## src/rtl/alu_pkg.sv

```systemverilog
// Shared definitions for the RV32I ALU and its decoder.
// Contents: data width, aluctr operation codes, and a bit-reverse helper
// used by the barrel shifter to implement left shifts on the right-shift path.
package alu_pkg;

  localparam int unsigned XLEN    = 32;
  localparam int unsigned CTR_W   = 4;
  localparam int unsigned SHAMT_W = 5;

  // aluctr codes; for sll/pass/xor/or/and, bit 3 is ignored by the ALU
  localparam logic [CTR_W-1:0] ALU_ADD   = 4'b0000;
  localparam logic [CTR_W-1:0] ALU_SUB   = 4'b1000;
  localparam logic [CTR_W-1:0] ALU_SLL   = 4'b0001;
  localparam logic [CTR_W-1:0] ALU_SLT   = 4'b0010;
  localparam logic [CTR_W-1:0] ALU_SLTU  = 4'b1010;
  localparam logic [CTR_W-1:0] ALU_PASSB = 4'b0011;
  localparam logic [CTR_W-1:0] ALU_XOR   = 4'b0100;
  localparam logic [CTR_W-1:0] ALU_SRL   = 4'b0101;
  localparam logic [CTR_W-1:0] ALU_SRA   = 4'b1101;
  localparam logic [CTR_W-1:0] ALU_OR    = 4'b0110;
  localparam logic [CTR_W-1:0] ALU_AND   = 4'b0111;

  // Reverse bit order of an XLEN word
  function automatic logic [XLEN-1:0] bit_rev(input logic [XLEN-1:0] d);
    logic [XLEN-1:0] r;
    r = '0;
    for (int i = 0; i < int'(XLEN); i++) begin
      r[i] = d[int'(XLEN) - 1 - i];
    end
    return r;
  endfunction

endpackage

```

## src/rtl/alu_rv32_if.sv

```systemverilog
// Operand/result bus between the operand-select muxes and the ALU.
// master: drives valid_in, da, db, aluctr; receives valid_out, result, zero.
// slave : the ALU side.
interface alu_rv32_if;
  import alu_pkg::*;

  logic             valid_in;
  logic [XLEN-1:0]  da;
  logic [XLEN-1:0]  db;
  logic [CTR_W-1:0] aluctr;
  logic             valid_out;
  logic [XLEN-1:0]  result;
  logic             zero;

  modport master (
    output valid_in, da, db, aluctr,
    input  valid_out, result, zero
  );

  modport slave (
    input  valid_in, da, db, aluctr,
    output valid_out, result, zero
  );

endinterface

```

## src/rtl/alu_shifter_rv32.sv

```systemverilog
// 5-stage combinational barrel shifter for sll/srl/sra.
// Ports:
//   data_i  : value to shift
//   shamt_i : shift amount (0..31)
//   dir_i   : 1 = right, 0 = left
//   arith_i : with dir_i=1, fill with data_i[31] instead of zeros
//   data_o  : shifted value (combinational)
// Left shifts reuse the right-shift stages on a bit-reversed word.
module alu_shifter_rv32
  import alu_pkg::*;
(
  input  logic [XLEN-1:0]    data_i,
  input  logic [SHAMT_W-1:0] shamt_i,
  input  logic               dir_i,
  input  logic               arith_i,
  output logic [XLEN-1:0]    data_o
);

  logic            fill;
  logic [XLEN-1:0] stg [0:SHAMT_W];

  assign fill   = arith_i & dir_i & data_i[XLEN-1];
  assign stg[0] = dir_i ? data_i : bit_rev(data_i);

  // Stage k shifts right by 2**k when shamt_i[k] is set
  for (genvar gi = 0; gi < int'(SHAMT_W); gi++) begin : g_stage
    localparam int unsigned SH = 32'd1 << gi;
    assign stg[gi+1] = shamt_i[gi] ? {{SH{fill}}, stg[gi][XLEN-1:SH]} : stg[gi];
  end

  assign data_o = dir_i ? stg[SHAMT_W] : bit_rev(stg[SHAMT_W]);

endmodule

```

## src/rtl/alu_rv32.sv

```systemverilog
// Registered 32-bit RV32I ALU.
// Ports:
//   clk   : rising-edge clock
//   rst_n : synchronous active-low reset (result=0, zero=1, valid_out=0)
//   bus   : slave side of alu_rv32_if (valid_in, da, db, aluctr in;
//           valid_out, result, zero out, all registered, 1-cycle latency)
module alu_rv32
  import alu_pkg::*;
(
  input  logic       clk,
  input  logic       rst_n,
  alu_rv32_if.slave  bus
);

  localparam int unsigned AW = XLEN + 1;

  logic [CTR_W-1:0] ctr;
  logic [XLEN-1:0]  da;
  logic [XLEN-1:0]  db;

  logic             sub_c;
  logic [XLEN-1:0]  b_op;
  logic [AW-1:0]    sum;
  logic             slt_bit;
  logic             sltu_bit;
  logic [XLEN-1:0]  shift_res;

  logic [XLEN-1:0]  result_d;
  logic             zero_d;
  logic [XLEN-1:0]  result_q;
  logic             zero_q;
  logic             valid_q;

  assign ctr = bus.aluctr;
  assign da  = bus.da;
  assign db  = bus.db;

  // Single 33-bit adder; compares always subtract
  assign sub_c = (ctr == ALU_SUB) || (ctr[2:0] == ALU_SLT[2:0]);
  assign b_op  = db ^ {XLEN{sub_c}};
  assign sum   = {1'b0, da} + {1'b0, b_op} + AW'(sub_c);

  // Signed: differing signs decide directly, else the difference sign does
  assign slt_bit  = (da[XLEN-1] != db[XLEN-1]) ? da[XLEN-1] : sum[XLEN-1];
  // No carry out of da + ~db + 1 means a borrow, i.e. da < db unsigned
  assign sltu_bit = ~sum[XLEN];

  alu_shifter_rv32 u_shifter (
    .data_i  (da),
    .shamt_i (db[SHAMT_W-1:0]),
    .dir_i   (ctr[2]),
    .arith_i (ctr[3]),
    .data_o  (shift_res)
  );

  // Result select on the low 3 bits; bit 3 only picks sub/sltu/sra variants
  always_comb begin
    result_d = '0;
    unique case (ctr[2:0])
      ALU_ADD[2:0]:   result_d = sum[XLEN-1:0];
      ALU_SLL[2:0]:   result_d = shift_res;
      ALU_SLT[2:0]:   result_d = XLEN'(ctr[3] ? sltu_bit : slt_bit);
      ALU_PASSB[2:0]: result_d = db;
      ALU_XOR[2:0]:   result_d = da ^ db;
      ALU_SRL[2:0]:   result_d = shift_res;
      ALU_OR[2:0]:    result_d = da | db;
      ALU_AND[2:0]:   result_d = da & db;
      default:        result_d = '0;
    endcase
  end

  assign zero_d = (result_d == '0);

  // Output register; result/zero hold when no operation is presented
  always_ff @(posedge clk) begin
    if (!rst_n) begin
      result_q <= '0;
      zero_q   <= 1'b1;
      valid_q  <= 1'b0;
    end else begin
      valid_q <= bus.valid_in;
      if (bus.valid_in) begin
        result_q <= result_d;
        zero_q   <= zero_d;
      end
    end
  end

  assign bus.result    = result_q;
  assign bus.zero      = zero_q;
  assign bus.valid_out = valid_q;

endmodule

```

## src/flat_wrapper.sv

```systemverilog
// flat-port wrapper written by rule: the top's interface ports become plain ports
module alu_rv32_flat import alu_pkg::*;
  (clk, rst_n, bus_valid_in, bus_da, bus_db, bus_aluctr, bus_valid_out, bus_result, bus_zero);
  alu_rv32_if bus_i ();
  input  logic clk;
  input  logic rst_n;
  input wire logic [$bits(bus_i.valid_in)-1:0] bus_valid_in;
  input wire logic [$bits(bus_i.da)-1:0] bus_da;
  input wire logic [$bits(bus_i.db)-1:0] bus_db;
  input wire logic [$bits(bus_i.aluctr)-1:0] bus_aluctr;
  output wire logic [$bits(bus_i.valid_out)-1:0] bus_valid_out;
  output wire logic [$bits(bus_i.result)-1:0] bus_result;
  output wire logic [$bits(bus_i.zero)-1:0] bus_zero;
  assign bus_i.valid_in = bus_valid_in;
  assign bus_i.da = bus_da;
  assign bus_i.db = bus_db;
  assign bus_i.aluctr = bus_aluctr;
  assign bus_valid_out = bus_i.valid_out;
  assign bus_result = bus_i.result;
  assign bus_zero = bus_i.zero;
  alu_rv32 u_core (.clk(clk), .rst_n(rst_n), .bus(bus_i));
endmodule
```

## config.mk

```make
export PLATFORM = sky130hd
export DESIGN_NAME = alu_rv32_flat
export DESIGN_NICKNAME = d
export VERILOG_FILES = /design/src/rtl/alu_pkg.sv /design/src/rtl/alu_rv32_if.sv /design/src/rtl/alu_shifter_rv32.sv /design/src/rtl/alu_rv32.sv /design/src/flat_wrapper.sv
export SDC_FILE = /design/constraint.sdc
export NUM_CORES = 1
export LEC_CHECK = 0
export ABC_CLOCK_PERIOD_IN_PS = 8800
export CELL_PAD_IN_SITES_DETAIL_PLACEMENT = 0
export CELL_PAD_IN_SITES_GLOBAL_PLACEMENT = 1
export CORE_MARGIN = 2
export CORE_UTILIZATION = 40
export CTS_CLUSTER_DIAMETER = 120
export CTS_CLUSTER_SIZE = 24
export DETAILED_ROUTE_END_ITERATION = 10
export GPL_TIMING_DRIVEN = 0
export PLACE_DENSITY_LB_ADDON = 0.1
export SETUP_SLACK_MARGIN = 0.3
export SLEW_MARGIN = 40
export SYNTH_ARGS = -nofsm -noshare
export SYNTH_HDL_FRONTEND = slang
export SYNTH_SLANG_ARGS = --single-unit
```

## constraint.sdc

```tcl
create_clock -name clk -period 8.8 [get_ports clk]
set_clock_uncertainty 0.2 [all_clocks]
set_input_delay 2.64 -clock clk [delete_from_list [all_inputs] [get_ports clk]]
set_output_delay 2.64 -clock clk [all_outputs]
set_load 0.005 [all_outputs]
```

==> metrics.sh <==
ENDPOINT_KIND='register'
YS_TOP_CELLS_BY_AREA='sky130_fd_sc_hd__ha_1 13%, sky130_fd_sc_hd__mux4_2 8.8%, sky130_fd_sc_hd__mux2i_1 7.5%, sky130_fd_sc_hd__dfxtp_1 7.2%, sky130_fd_sc_hd__nand2_1 4.1%'
MAIN_SYNTH_FF_TYPE='sky130_fd_sc_hd__dfxtp_1'
FINAL.FILL_COUNT=2460
PERIOD_SHARE=0.9571
SYNTH_SEQ_AREA_SHARE=0.07175
INSTANCE_COUNT_OF_THE_MAPPED_NETLIST=1218
CLOCK-SINKS=34
SETUP.WORST_PATH.END='u_core.bus.zero'
REMAINING_DRC_ERRORS=0
FINAL_WL_UM=48490
DRT_PRE_ANTENNA_ITERS=6
REG2REG_FROM='u_core.bus.result[6]'
DIEWIDTH_UM=158
GP_ROUTABILITY_CONGESTION=1.052
TIMING.FINAL.HOLD_VIOLATIONS=0
SYNTH.CELL_AREA_MM2=0.009487
TIMING.CRITICAL_PATH.FANOUT_MAX=10
P_LEAK_nW=4.564
GRT_FIRST_PASS_WIRELENGTH_UM=69750
TIMING.MAX_CAP.VIOLATIONS=0
CTS_HTREE_LEVELS=2
VDD_DROP_MAX_uV=95.54
SYNTH_LARGEST_TYPE_AREA_FRACTION=0.1279
TRITONCTS='built'
HIGHEST-SIGNAL-LAYER='met4'
SYNTH_ENABLE_FLOP_CELLS=0
GRT_SETUP_UNREPAIRED='no'
GRT_ANTENNA_BEFORE_REPAIR=1
POST_SYNTH_MOST_FREQUENT_CELLS='104 x sky130_fd_sc_hd__nand2_1, 97 x sky130_fd_sc_hd__ha_1, 91 x sky130_fd_sc_hd__nor2_1'
IOS=105
FINAL_ANTENNA_NET_COUNT=0
CLOCK.FMAX_MHz=118.7
TIMING.CRITICAL_PATH.REQUIRED_PS=8820
FINALSETUPVIOLATIONS=0
YOSYS.AREA.TOP_TYPE='sky130_fd_sc_hd__ha_1'
SLOWEST_STAGE='sky130_fd_sc_hd__or4_1'
FLOW.AREA_GROWTH_FROM_SYNTHESIS_PCT=18.61
SYNTH.AVG_CELL_AREA_UM2=7.789
STATUS='complete, no violations'
ARRIVAL_PS=8450
CRIT_START_CATEGORY='primary input'
SLEW_HEADROOM=0.3453
CTS_HOLD_REPAIR.BUFFERS=0
CRITICAL_PATH_CELL_COUNT=23
MAPPEDNETLISTNETS=1387
PLACE.DETAILED.HPWL_UM=39090
CTS.ROOT.BUFFER_CELL='sky130_fd_sc_hd__clkbuf_16'
FIN_WORST_SETUP_SLACK_PS=377.6
TIMING_MAX_TRANSITION_VIOLATIONS_FINAL=0
DRT_ITER0_DRC=1381
PORT_BUFFERS=102
FIRST_GLOBAL_VIAS=10120
ROUTE.DETAILED.VIAS_PER_INST=6.687
GRTUSAGETOTAL=0.3837
SYNTH-ASYNC-RESET-RATIO=0
MIN-DELAY-PATH-CLASS='register to register'
SYNTH.FF_LATCH_COUNT=34
DETAILED_PLACE.AREA_MM2=0.01091
SYNTHESIS.YOSYS.WARNINGS=0
POST-ROUTE-UTIL=0.4808
REG2REG_DEPTH=2
POWER_DENSITY_mW_PER_MM2=105.4
WL_MET3_UM=5857
WORST_SKEW_PAIR.LATE_LATENCY_PS=270
DRT-MET1-WL_UM=20120
WORSTSETUPSTARTPOINT='bus_aluctr[2]'
CLOCKBUFFERDEPTH=2
GRT_START_MAX_NET_PINS=12
WORSTPATHCELLLIST='buf_6 -> buf_6 -> buf_6 -> buf_6 -> buf_4 -> buf_4 -> clkbuf_4 -> buf_4 -> buf_4 -> nor3_4 -> clkbuf_4 -> xnor2_1 -> ha_1 -> a21o_1 -> a221oi_1 -> o21ai_0 -> mux2i_1 -> nor3_2 -> o41ai_1 -> or4_1 -> nor4_1 -> and4_1 -> a31o_1'
NUMCTSBUFFERS=5
YOSYS.CELL_COUNT.TOP_TYPE='sky130_fd_sc_hd__nand2_1'
CRITICALPATHCATEGORY='primary input to register'
FP-ROW-COUNT=56
SLOWEST_CELL_DELAY_ON_CRITICAL_PATH_PS=460
FINAL_NETS=1499
WORST_SETUP_TIMING_SLACK_AT_THE_PLACEMENT_STAGE_PS=-923.8
SEQUENTIAL_CELL_AREA_UM2=680.7
FINISH.INSTANCE_AREA_MM2=0.01125
STARTING_DENSITY_OF_THE_CORE=0.4054
REG2REG_SLACK_PS=7800
DIE-HEIGHT_UM=158
TOTAL_NEGATIVE_SLACK_PS=0
MULTI_INPUT_COMB_AREA_MM2=0.008223
WORST_SLEW_PIN_SLEW_PS=973.3
WIRE_PER_INST_UM=29.37
LAYOUT_MIN_CYCLE_TIME_PS=8422
CRITICAL_PATH_BUF_INV_COUNT=10
REGTOREGENDPOINT='u_core.bus.result[6]'
MET2_WIRELENGTH_UM=20280
GRT_REMAINING_OVERFLOW=0
COREAREA_MM2=0.02340
SYNTH.LIB_CELLS_USED.DISTINCT=88
DETAILROUTE.VIA_COUNT=11040
PATH_DELAY_FAMILY='buffers and inverters'
DIEAREA_MM2=0.02496
CLKTRANSATPATHREGS_PS=60
DRIVE_ABOVE_1_SHARE=0.1210
[timing repair]
action,CTS,global route
hold endpoints to repair,0,0
resized for setup,12,24
endpoints found under the setup margin,19,8
setup buffers,0,3
pin swaps,0,4
[kinds of logic after synthesis]
logic type                 after synthesis  share of synthesized area
and+or+nand+nor                        339                     0.1711
muxes                                  151                     0.2245
xor gates and xnor gates                47                    0.04339
adders and majority gates               98                     0.1300
buffers and inverters                  172                    0.07742
DFF                                     34                    0.07175
AOI/OAI and AO/OA                      377                     0.2819
[worst register-to-register path: stages, from the launching register on]
cell,delay (ps)
sky130_fd_sc_hd__dfxtp_1,310
sky130_fd_sc_hd__or2_2,270
sky130_fd_sc_hd__o211a_1,120
[worst min-delay path by stage]
stage	start	endpoint	slack (ps)	cells after the start
floorplan	u_core.bus.result[26]	u_core.bus.result[26]	260	2
global placement	u_core.bus.result[26]	u_core.bus.result[26]	250	2
detailed placement	u_core.bus.result[26]	u_core.bus.result[26]	260	2
CTS	u_core.bus.result[26]	u_core.bus.result[26]	270	2
global route	u_core.bus.result[8]	u_core.bus.result[8]	300	1
finish	u_core.bus.result[26]	u_core.bus.result[26]	260	2
[state kept, by name, summed over array words and instances (netlist names)]
register / flops
u_core.bus.result: 32
u_core.bus.valid_out: 1
u_core.bus.zero: 1
[stage by stage]
step	hold slack, ps	instances	total power, mW
after floorplan	259.9	1218	0.6523
after global placement	251.3	1639	0.9609
after detailed placement	257.8	1639	0.9558
after CTS	265.8	1647	1.141
after global routing	305.0	1650	1.233
final	261.8	1651	1.186
[metal layers]
layer,track usage,vias up
met1,0.5286,5323
met3,0.09390,118
li1,-,4821
met4,0.1394,0
met5,0,-
met2,0.5801,779
[cell usage in the layout, fill, tap and decap left out, types with 34 or more instances in the layout]
cell	n
sky130_fd_sc_hd__a21oi_1	64
sky130_fd_sc_hd__clkbuf_1	52
sky130_fd_sc_hd__clkdlybuf4s50_1	102
sky130_fd_sc_hd__dfxtp_1	34
sky130_fd_sc_hd__ha_1	97
sky130_fd_sc_hd__inv_1	76
sky130_fd_sc_hd__mux2i_1	69
sky130_fd_sc_hd__mux4_2	37
sky130_fd_sc_hd__nand2_1	104
sky130_fd_sc_hd__nor2_1	91
sky130_fd_sc_hd__o21ai_0	65
sky130_fd_sc_hd__xnor2_1	35
[final cells by class]
cell class                 count  area share
tap                          319     0.03547
buffer                        92     0.04014
clock inverter                 2    0.001112
inverter                      80     0.02669
antenna                        1   0.0002224
clock buffer                   6     0.01234
sequential                    34     0.06049
timing repair buffer         105     0.09274
multi-input combinational   1012      0.7308
[power by group]
part           switching (mW)  internal, mW  total [mW]  leakage, nW
sequential            0.00666         0.167       0.173        0.280
clock                  0.0649         0.112       0.177       0.0729
combinational           0.519         0.317       0.836         4.21
total                   0.591         0.596        1.19         4.56
No activity file was read; power rests on OpenSTA's default activity.
